===== src/rtl/block_dispatcher.sv =====
// block_dispatcher: dynamic thread-block scheduler between the control register
// and the compute cores. Splits a launch into THREADS_PER_CORE-sized blocks,
// hands each block to the lowest-indexed idle core that has seen a reset cycle,
// retires blocks on core_done and raises done once every block has completed.
// Optional build macro DISPATCH_PERF_EN adds a saturating busy_cycles counter.
module block_dispatcher #(
  parameter int unsigned NUM_CORES        = 2,
  parameter int unsigned THREADS_PER_CORE = 4,
  parameter int unsigned COUNT_BITS       = 8,
  localparam int unsigned TC_BITS         = $clog2(THREADS_PER_CORE) + 1
) (
  input  logic                            clk,
  input  logic                            reset,
  input  logic                            start,
  input  logic [COUNT_BITS-1:0]           thread_count,
  output logic                            done,
  output logic [NUM_CORES-1:0]            core_start,
  output logic [NUM_CORES-1:0]            core_reset,
  output logic [NUM_CORES*COUNT_BITS-1:0] core_block_id,
  output logic [NUM_CORES*TC_BITS-1:0]    core_thread_count,
  input  logic [NUM_CORES-1:0]            core_done
`ifdef DISPATCH_PERF_EN
  ,
  output logic [15:0]                     busy_cycles
`endif
);

  localparam int unsigned LOG_TPC = $clog2(THREADS_PER_CORE);
  localparam int unsigned CNT_W   = COUNT_BITS + 1;
  localparam int unsigned WIDE_W  = COUNT_BITS + 1 + LOG_TPC;

  typedef enum logic [1:0] {
    IDLE = 2'd0,
    RUN  = 2'd1,
    DONE = 2'd2
  } state_t;

  state_t                 state;
  logic [COUNT_BITS-1:0]  tc_q;
  logic [CNT_W-1:0]       total_blocks;
  logic [CNT_W-1:0]       dispatched;
  logic [CNT_W-1:0]       retired;
  logic [NUM_CORES-1:0]   slot_running;
  logic [NUM_CORES-1:0]   reset_seen;

  logic [NUM_CORES-1:0]   retire_mask;
  logic [CNT_W-1:0]       retire_cnt;
  logic [NUM_CORES-1:0]   disp_sel;
  logic                   disp_found;
  logic [WIDE_W-1:0]      remaining;
  logic [TC_BITS-1:0]     disp_tc;
  logic [CNT_W-1:0]       launch_blocks;

  // Block count for the launch being sampled, rounded up without overflow
  assign launch_blocks = CNT_W'((CNT_W'(thread_count) + CNT_W'(THREADS_PER_CORE - 1)) >> LOG_TPC);

  // Retire set, lowest free-and-reset slot selection, and size of the next block
  always_comb begin
    retire_mask = slot_running & core_done;
    retire_cnt  = '0;
    disp_sel    = '0;
    disp_found  = 1'b0;
    for (int i = 0; i < NUM_CORES; i++) begin
      retire_cnt = retire_cnt + CNT_W'(retire_mask[i]);
      if (!disp_found && !slot_running[i] && reset_seen[i] && (dispatched < total_blocks)) begin
        disp_sel[i] = 1'b1;
        disp_found  = 1'b1;
      end
    end
    remaining = WIDE_W'(tc_q) - (WIDE_W'(dispatched) << LOG_TPC);
    disp_tc   = (remaining >= WIDE_W'(THREADS_PER_CORE)) ? TC_BITS'(THREADS_PER_CORE)
                                                         : TC_BITS'(remaining);
  end

  // Top FSM with per-slot bookkeeping and registered core-facing outputs
  always_ff @(posedge clk or posedge reset) begin
    if (reset) begin
      state             <= IDLE;
      done              <= 1'b0;
      core_start        <= '0;
      core_reset        <= '1;
      core_block_id     <= '0;
      core_thread_count <= '0;
      tc_q              <= '0;
      total_blocks      <= '0;
      dispatched        <= '0;
      retired           <= '0;
      slot_running      <= '0;
      reset_seen        <= '1;
    end else begin
      case (state)
        IDLE: begin
          done <= 1'b0;
          if (start) begin
            tc_q         <= thread_count;
            total_blocks <= launch_blocks;
            dispatched   <= '0;
            retired      <= '0;
            state        <= (thread_count == '0) ? DONE : RUN;
          end
        end
        RUN: begin
          if (retired == total_blocks) begin
            state      <= DONE;
            done       <= 1'b1;
            core_start <= '0;
            core_reset <= '1;
          end else begin
            for (int i = 0; i < NUM_CORES; i++) begin
              if (retire_mask[i]) begin
                core_start[i]   <= 1'b0;
                core_reset[i]   <= 1'b1;
                slot_running[i] <= 1'b0;
                reset_seen[i]   <= 1'b0;
              end else if (disp_sel[i]) begin
                core_start[i]   <= 1'b1;
                core_reset[i]   <= 1'b0;
                slot_running[i] <= 1'b1;
                core_block_id[i*COUNT_BITS +: COUNT_BITS] <= COUNT_BITS'(dispatched);
                core_thread_count[i*TC_BITS +: TC_BITS]   <= disp_tc;
              end else if (!slot_running[i] && !reset_seen[i]) begin
                reset_seen[i]   <= 1'b1;
              end
            end
            retired    <= retired + retire_cnt;
            dispatched <= dispatched + CNT_W'(disp_found);
          end
        end
        DONE: begin
          done       <= 1'b1;
          core_start <= '0;
          core_reset <= '1;
          reset_seen <= '1;
          if (!start) begin
            state <= IDLE;
            done  <= 1'b0;
          end
        end
        default: state <= IDLE;
      endcase
    end
  end

`ifdef DISPATCH_PERF_EN
  // Saturating count of cycles spent in RUN, cleared when a launch is accepted
  always_ff @(posedge clk or posedge reset) begin
    if (reset) begin
      busy_cycles <= '0;
    end else if (state == IDLE && start) begin
      busy_cycles <= '0;
    end else if (state == RUN && busy_cycles != 16'hFFFF) begin
      busy_cycles <= busy_cycles + 16'd1;
    end
  end
`endif

endmodule


===== config.mk =====
export PLATFORM = sky130hd
export DESIGN_NAME = block_dispatcher
export DESIGN_NICKNAME = d
export VERILOG_FILES = /design/src/rtl/block_dispatcher.sv
export SDC_FILE = /design/constraint.sdc
export NUM_CORES = 1
export LEC_CHECK = 0
export BUFFER_PORTS_ARGS = -buffer_cell sky130_fd_sc_hd__buf_2
export CORE_UTILIZATION = 53
export CTS_BUF_LIST = sky130_fd_sc_hd__clkbuf_16
export CTS_CLUSTER_SIZE = 8
export DETAILED_ROUTE_END_ITERATION = 8
export PLACE_DENSITY = 0.75
export SYNTH_ARGS = -nofsm -noshare
export SYNTH_HDL_FRONTEND = slang
export SYNTH_SLANG_ARGS = --single-unit

===== constraint.sdc =====
create_clock -name clk -period 2.2 [get_ports clk]
set_input_delay 0 -clock clk [delete_from_list [all_inputs] [get_ports clk]]
set_output_delay 0 -clock clk [all_outputs]
set_load 0.05 [all_outputs]

Word-level counts from Yosys, hierarchy flattened:

Index checks and enable logic that the tools add are counted.

* add/subtract/negate cells: 5
* $mul: 0
* div/mod/pow operators: 0
* $lt $le $gt $ge: 2
* eq/ne operators: 13
* shifts and indexed selects: 0
* mux-type cells: 37
* bitwise logic cells: 4
* reduce and logical (&&, ||, !) cells: 31

Operator list (count)
* $pmux 9 s2: 2
* $mux 9: 3
* $mux 1: 19
* $reduce_and 4->1: 4
* $mux 2: 7
* $ne 3x3->1 const B: 4
* $pmux 2 s2: 3
* $reduce_and 3->1: 4
* $ge 11x3->1 const B: 1
* $sub 8x11->11: 1
* $add 8x2->9 const B: 1
* $add 9x1->9: 1
* $add 9x2->9: 1
* $eq 9x7->1: 1
* $lt 9x7->1: 1
* $logic_not 8->1: 1
* $ne 2x2->1 const B: 4
* $ne 4x4->1 const B: 2
* $reduce_and 2->1: 4
* $reduce_bool 2->1: 4
* $logic_and 1x1->1: 7
* $pmux 2 s3: 1
* $logic_not 1->1: 5
* $mux 3: 1
* 8 further kinds: 10

* register bits after elaboration: 66
* bits in latches: 0
* memory bits (writable): 0
* ROM bits: 0
* input port bits: 13
* output and inout port bits: 27
* word-level logic and storage cells: 110
* memories: 0

Depth between registers and ports, before layout:

Gate-level depths: netlist of the first run.

* depth in word-level cells: 13
* mapped depth: 13

Worst setup path after synthesis of the first run:

OpenSTA, ideal clock, no wires.

* path type: reg-to-reg
* start: register dispatched[5]
* end: register dispatched[8]
* setup time: 0.132 ns
* arrival: 2.284 ns
* data required time: 2.068 ns
* path slack: -0.215 ns
* stages on the path, launching flop included: 13
* path buffers: 0
* clock period less this slack: 2.415 ns
* cell sequence: dfrtp_1 ha_1 and4_1 o21ai_0 or2_2 nand3_1 nand2_1 ha_1 ha_1 and2_1 and4_1 xnor2_1 nor2_1

* cells in the longest elaborated chain, start to end: 11

Ends and longest elaborated chain
* start, declared: line 41 `logic [CNT_W-1:0] dispatched;`
* start signal, assigned: line 126 `dispatched <= dispatched + CNT_W'(disp_found);`
* $lt 9x7->1: line 65 `if (!disp_found && !slot_running[i] && reset_seen[i] && (dispatched < total_blocks)) begin`
* $logic_and 1x1->1: line 65
* $mux 1: line 65
* $logic_not 1->1: line 65
* $logic_and 1x1->1 (3 in a row): line 65
* $mux 1: line 65
* $add 9x1->9 *: line 126
* $mux 9 *: line 103 `if (retired == total_blocks) begin`
* $pmux 9 s2 *: line 91 `case (state)`

Mark *: on every way between the ends. The rest lies on a longest branch, timed or not. The select of a mux whose other input is x is not followed.
A chain may end at the register's enable or synchronous reset.

Worst setup path in the final report of the first run:

* start: register tc_q[2]
* end: register core_thread_count[4]

* cells in the longest elaborated chain, start to end: 3

Ends and longest elaborated chain
* start, declared: line 39 `logic [COUNT_BITS-1:0] tc_q;`
* start signal, assigned: line 95 `tc_q <= thread_count;`
* $sub 8x11->11: line 70 `remaining = WIDE_W'(tc_q) - (WIDE_W'(dispatched) << LOG_TPC);`
* $ge 11x3->1: line 71 `disp_tc = (remaining >= WIDE_W'(THREADS_PER_CORE)) ? TC_BITS'(THREADS_PER_CORE)`
* $mux 3: line 71
* end signal, assigned by index: line 120 `core_thread_count[i*TC_BITS +: TC_BITS] <= disp_tc;`
* end, declared: line 20 `output logic [NUM_CORES*TC_BITS-1:0] core_thread_count,`

No other way between the ends.

==> reports/metrics.cfg, run 1 <==
[sta]
finalHoldViolCount=0
finalSetupViolCount=25
layout_setup_ws_ps=-310
min_period_over_period_pct=114
slew_violations=0
rsz0062_at_grt=yes
timing.fmax_mhz=398
clock_skew_ps=7.23
max_slew_margin_pct=54.7
fin_crit_ps=2510
worst_pin_slew_ps=679

[global_routing]
grt_overflow=0
grt_pass1_wl_um=14700
antenna_found_initial=0
grt_max_degree=37
grt.total_usage_pct=25.8
grt_pass1_vias=3054

[power_and_ir_drop]
seqPwrFrac_pct=27.8
peakVddDrop_uv=547
power_mw=6.41
switching_share_pct=40.6
clkPwrFrac_pct=20.9
p_per_area_nw_per_um2=1280
combPwrFrac_pct=51.2
p_switching_mw=2.60
power.leakage_nw=2.41
intPower_mw=3.80

[worst_setup_path]
r2r_slack_ps=-310
cp-end-kind=flop
path_class=flop to flop
crit_chain=inv_1 -> ha_2 -> inv_2 -> fa_2 -> a211oi_2 -> o221a_2 -> o221ai_2 -> or3_4 -> nor3_4 -> a31o_2
r2r_start=tc_q[2]$_DFFE_PP0P_
critPathLaunchType=flop
max_stage_delay_ps=370
reg2reg_to=core_thread_count[4]$_DFFE_PP0P_
cp.buffers_inverters=2
critical_path.max_fanout=6
worst_ep_arrival_time_ps=2780
crit_slowest_cell=dfrtp_1
cp_data_required_time_ps=2470
critical_path.top_delay_family=compound AO/OA/AOI/OAI gates
r2r_cells=10

[clock_network]
cts_tree=built
ctsHtreeMaxLevel=3
cts_buffer_depth=2
cts_buffers=9
clk_latency_ps=330
clk_pin_slew_worst_paths_ps=50
cts_num_sinks=66
cts_root_buffer=clkbuf_16

[die]
die-area_sq_um=7440
initial_utilization_pct=55.1
fp.dieW_um=86.2
rows=30
num_io_pins=40
fp.dieH_um=86.2
core_sq_um=6830

[route]
drtIter0Drc=161
drt-total-wl_um=9250
vias=3110
detail_route.vias_per_cell=5.52
wire_per_inst_um=16.4
ant_nets=0
drc_errors=0
dr.pass1.iters=4

[placement]
placed_cell_area_sq_um=4350
port_buffers=39
hpwl_um=6280
routabilityCongestion=0.890

[logic_synthesis]
synth_edf_count=0
yosysWarnings=0
ys.flop_type=dfrtp_1
syn-num-nets=397
yosysUniqueCellTypes=55
syn-instance-count=363
async_flop_share_pct=100
ys_ff_latch=66
syn_area_sq_um=3760
ys_seq_area_share_pct=44.0
syn_area_per_cell_sq_um=10.4

[run_status]
outcome=finished, violations left
violations=setup timing

[final_layout]
final_common_cell=dfrtp_1
area_growth_pct=33.0
finalInstanceArea_sq_um=5000
layout.nets=496
num-fill-cells=473
diodes=0
drive_gt1_share_pct=36.8
layout_common_cells=62 x dfrtp_1, 46 x buf_4, 39 x buf_2, 32 x inv_1, 26 x nor2_1

[worst_hold_path]
hp-start=start
min_to=tc_q[7]$_DFFE_PP0P_
hold_path_class=input port to flop
hold_depth=3

[job]
cap_violations=0

power groups by stage:
| stage | clock network, mW | registers, mW | logic [mW] |
|---|---|---|---|
| final | 1.34 | 1.78 | 3.28 |
| after global routing | 1.41 | 1.82 | 3.56 |
| after CTS | 1.36 | 1.77 | 3.01 |
| after detailed placement | 0 | 1.78 | 2.82 |
| after global placement | 0 | 1.76 | 2.74 |
| after floorplan | 0 | 2.12 | 1.66 |
cell usage after synthesis (5+ instances only):
| master | instances | share of area [%] |
|---|---|---|
| nand3_1 | 13 | 1.7 |
| ha_1 | 19 | 6.3 |
| nand2_1 | 24 | 2.4 |
| a21oi_1 | 17 | 2.3 |
| o21ai_0 | 19 | 2.5 |
| a31o_2 | 6 | 1.4 |
| nand4_1 | 5 | 0.83 |
| and4_1 | 6 | 1.4 |
| mux2_2 | 13 | 3.9 |
| mux2_4 | 8 | 3.2 |
| xor2_1 | 14 | 3.3 |
| xnor2_1 | 12 | 2.8 |
| dfrtp_1 | 62 | 41 |
| nor3_1 | 5 | 0.67 |
| nor2b_1 | 7 | 1.2 |
| a211oi_1 | 5 | 1.0 |
| inv_1 | 34 | 3.4 |
| nor2_1 | 26 | 2.6 |
worst max path at each step:
stage / startpoint / to / slack, ps / cells past startpoint
after floorplan: dispatched[5]$_DFFE_PP0P_ / dispatched[8]$_DFFE_PP0P_ / -120 / 12
after global placement: tc_q[2]$_DFFE_PP0P_ / core_thread_count[4]$_DFFE_PP0P_ / -170 / 10
after detailed placement: tc_q[2]$_DFFE_PP0P_ / core_thread_count[4]$_DFFE_PP0P_ / -240 / 10
after CTS: tc_q[2]$_DFFE_PP0P_ / core_thread_count[1]$_DFFE_PP0P_ / -270 / 10
after global routing: tc_q[2]$_DFFE_PP0P_ / core_thread_count[3]$_DFFE_PP0P_ / -440 / 10
final: tc_q[2]$_DFFE_PP0P_ / core_thread_count[4]$_DFFE_PP0P_ / -310 / 10
through the flow:
stage	setup TNS (ps)	std cells	setup WS [ps]	utilization, %	hold slack (ps)
after detailed placement	-2290	526	-236	63.7	137
after global routing	-5420	563	-438	73.2	65.3
after CTS	-1680	555	-266	70.8	24.7
after global placement	-1400	526	-170	63.7	119
final	-3390	563	-310	73.2	30.0
after floorplan	-895	363	-117	-	145
repair_timing:
item	4_1_cts	5_1_grt
resized for setup	19	18
hold buffers	9	0
pin swaps	14	22
buffers inserted	4	7
gates cloned	0	1
endpoints found under the hold margin	37	0
endpoints found under the setup margin	22	28
metal layers:
metal | routed length [um] | track usage, % | share of wire (%) | vias to the layer above
li1 | - | - | - | 1476
met1 | 4080 | 32.9 | 44 | 1518
met2 | 4540 | 43.6 | 49 | 96
met3 | 424 | 3.62 | 4.6 | 20
met4 | 201 | 11.8 | 2.2 | 0
met5 | 0 | 0 | 0 | -
flip-flops by register name (all words and copies together), names as in the netlist:
register	flops
slot_running	2
tc_q	8
dispatched	9
done	1
core_thread_count	6
core_block_id	16
total_blocks	7
core_reset	2
retired	9
state	2
reset_seen	2
core_start	2
layout make-up:
cell class / count / area, sq um / share of cell area, %
Multi-Input combinational cell: 252 / 2090 / 41.8
Sequential cell: 66 / 1660 / 33.1
Timing Repair Buffer: 99 / 727 / 14.5
Clock buffer: 9 / 225 / 4.50
Inverter: 34 / 128 / 2.55
Tap cell: 96 / 120 / 2.40
Clock inverter: 7 / 53.8 / 1.08
cell families (layout without fill, tap and decap cells):
group	Yosys count	after routing	share of synthesized area (%)
simple gates	109	109	16.2
mux	23	23	7.62
flops	66	66	44.0
xor+xnor	26	26	6.05
compound gates	73	73	13.3
buf+inv	45	149	5.39
fa+ha+maj	21	21	7.39
tightest hold or removal path, cell delays in order:
cell	delay, ps
buf_2	140
nand3_1	110
nand2_1	50
Power figures use the tool's default switching activity.
==> run 2, diff against run 1 <==
==> constraint.sdc (replaced) <==
create_clock -name clk -period 2.1 [get_ports clk]
set_input_delay 0.315 -clock clk [delete_from_list [all_inputs] [get_ports clk]]
set_output_delay 0.315 -clock clk [all_outputs]
set_load 0.05 [all_outputs]
==> run 2 against run 1 <==
  * The run still ends with setup timing left
  * Final cell count grew 2.7%
  * Clock-buffer cell count is the same
  * Clock power grew 10%
  * Largest cell class unchanged
==> reports/metrics.cfg, run 2 (synthesis results as in run 1) <==
[global_routing]
grt_max_degree=28  ; -24%
antenna_found_initial=0  ; unchanged
grt_pass1_wl_um=16600  ; +13%
grt_overflow=0  ; unchanged
grt_pass1_vias=3346  ; +9.6%
grt.total_usage_pct=29.6  ; +3.8 points

[final_layout]
reg_top3=core_block_id x16, dispatched x9, retired x9
diodes=0  ; unchanged
area_growth_pct=42.1
layout_common_cells=61 x dfrtp_1, 52 x buf_4, 39 x buf_2, 30 x inv_1, 24 x nor2_1
layout.nets=511  ; +3.0%
regMostFlops=core_block_id
finalInstanceArea_sq_um=5340  ; +6.9%
num-fill-cells=386  ; -18%
largest_reg_flops=16  ; unchanged
final_common_cell=dfrtp_1
drive_gt1_share_pct=46.1  ; +9.2 points
post-route-util_pct=78.2  ; +5.0 points

[placement]
routabilityCongestion=0.874  ; -1.8%
hpwl_um=6350  ; +1.1%
placed_cell_area_sq_um=4420  ; +1.7%
pre_cts_ws_ps=-367  ; -131 ps
port_buffers=39  ; unchanged

[clock_network]
cts_root_buffer=clkbuf_16
clk_pin_slew_worst_paths_ps=60  ; about the same
hold_buffers=0  ; -9
cts_num_sinks=66  ; unchanged
cts_buffers=9  ; unchanged
ctsHtreeMaxLevel=3  ; unchanged
cts_tree=built
cts_buffer_depth=2  ; unchanged
clk_latency_ps=340  ; about the same

[die]
rows=30  ; unchanged
initial_utilization_pct=55.1  ; unchanged
fp.dieW_um=86.2  ; unchanged
num_io_pins=40  ; unchanged
fp.dieH_um=86.2  ; unchanged
die-area_sq_um=7440  ; unchanged
core_sq_um=6830  ; unchanged

[sta]
finalHoldViolCount=0  ; unchanged
max_slew_margin_pct=56.1  ; +1.4 points
finalSetupViolCount=36  ; +44%
timing.fmax_mhz=380  ; -4.5%
min_period_over_period_pct=125  ; +11 points
slew_violations=0  ; unchanged
worst_pin_slew_ps=652  ; -26.9 ps
clock_skew_ps=10.1  ; +2.87 ps
layout_setup_ws_ps=-529  ; -218 ps
rsz0062_at_grt=yes
fin_crit_ps=2630  ; +118 ps

[route]
dr.pass1.iters=5  ; +1
wire_per_inst_um=21.5  ; +31%
top_layer_used=met4
vias=3518  ; +13%
wl_met2_um=6050  ; +33%
ant_nets=0  ; unchanged
detail_route.vias_per_cell=6.09  ; +10%
drtIter0Drc=262  ; +63%
drt-met1-wl_um=4680  ; +15%
drt-total-wl_um=12400  ; +34%
drc_errors=0  ; unchanged
met3_length_um=789  ; +86%

[worst_setup_path]
r2r_cells=9  ; -1
reg2reg_to=core_thread_count[1]$_DFFE_PP0P_
critPathLaunchType=flop
r2r_slack_ps=-530  ; -220 ps
critical_path.max_fanout=6  ; unchanged
r2r_start=dispatched[4]$_DFFE_PP0P_
cp-end-kind=flop
path_class=flop to flop
worst_ep_arrival_time_ps=2900  ; +120 ps
cp_data_required_time_ps=2370  ; -100 ps

[power_and_ir_drop]
power.leakage_nw=2.55  ; +5.6%
peakVddDrop_uv=617  ; +13%
p_switching_mw=3.29  ; +27%
seqPwrFrac_pct=24.5  ; -3.3 points
intPower_mw=4.46  ; +17%
p_per_area_nw_per_um2=1450  ; +13%
combPwrFrac_pct=56.4  ; +5.2 points
clkPwrFrac_pct=19.1  ; -1.8 points
switching_share_pct=42.5  ; +1.9 points

[job]
cap_violations=0  ; unchanged

[worst_hold_path]
hold_path_class=input port to async pin

[run_status]
outcome=finished, violations left
violations=setup timing

-- run 2: worst max path at each step --
stage	end	slack, ps	depth (start not counted)	startpoint
floorplan	dispatched[8]$_DFFE_PP0P_	-220	12	dispatched[5]$_DFFE_PP0P_
global placement	core_thread_count[4]$_DFFE_PP0P_	-280	10	tc_q[2]$_DFFE_PP0P_
detailed placement	core_thread_count[3]$_DFFE_PP0P_	-370	10	tc_q[2]$_DFFE_PP0P_
CTS	core_thread_count[0]$_DFFE_PP0P_	-350	10	tc_q[2]$_DFFE_PP0P_
global route	core_thread_count[0]$_DFFE_PP0P_	-600	9	dispatched[4]$_DFFE_PP0P_
finish	core_thread_count[1]$_DFFE_PP0P_	-530	9	dispatched[4]$_DFFE_PP0P_
-- run 2: critical path, stage by stage (launching register included) --
cell and delay, ps:
dfrtp_1 500, buf_4 200, inv_1 80, ha_1 370, o21ai_0 210, o21bai_4 200, a21oi_4 100, o311a_1 340
nor3_4 340, a31o_2 220
-- run 2: metrics by stage --
step	cells	hold slack (ps)	TNS [ps]	power, mW
2_1_floorplan	363	453	-1990	3.96
3_3_place_gp	536	388	-2570	4.79
3_5_place_dp	536	397	-3790	4.90
4_1_cts	569	54.0	-4080	6.81
5_1_grt	578	83.6	-13030	8.06
6_report	578	40.4	-10280	7.75
-- run 2: routing by layer --
metal / global-route usage, % / vias up
met2: 48.8 / 214
li1: - / 1505
met4: 17.9 / 0
met1: 35.6 / 1715
met5: 0 / -
met3: 6.38 / 84
-- run 2: power groups by stage --
| stage | Sequential (mW) | Combinational (mW) | Clock [mW] |
|---|---|---|---|
| 6_report | 1.90 | 4.38 | 1.48 |
| 5_1_grt | 1.91 | 4.61 | 1.54 |
| 4_1_cts | 1.87 | 3.50 | 1.44 |
| 3_5_place_dp | 1.88 | 3.02 | 0 |
| 3_3_place_gp | 1.86 | 2.93 | 0 |
| 2_1_floorplan | 2.22 | 1.74 | 0 |
-- run 2: what timing repair did --
item                                   4_1_cts  5_1_grt
setup endpoints to repair                   28       44
endpoints found under the hold margin        0        0
setup buffers                               19       17
pin swaps                                   30       31
gates resized for setup                     40       60
cloned                                       1        0
-- run 2: cell type report --
class / count / area (sq um) / area share (%)
tap: 96 / 120 / 2.25
inverter: 34 / 128 / 2.39
multi-input combinational: 252 / 2270 / 42.6
clock inverter: 7 / 55.1 / 1.03
timing repair buffer: 114 / 883 / 16.5
clock buffer: 9 / 225 / 4.21
sequential: 66 / 1660 / 31.0
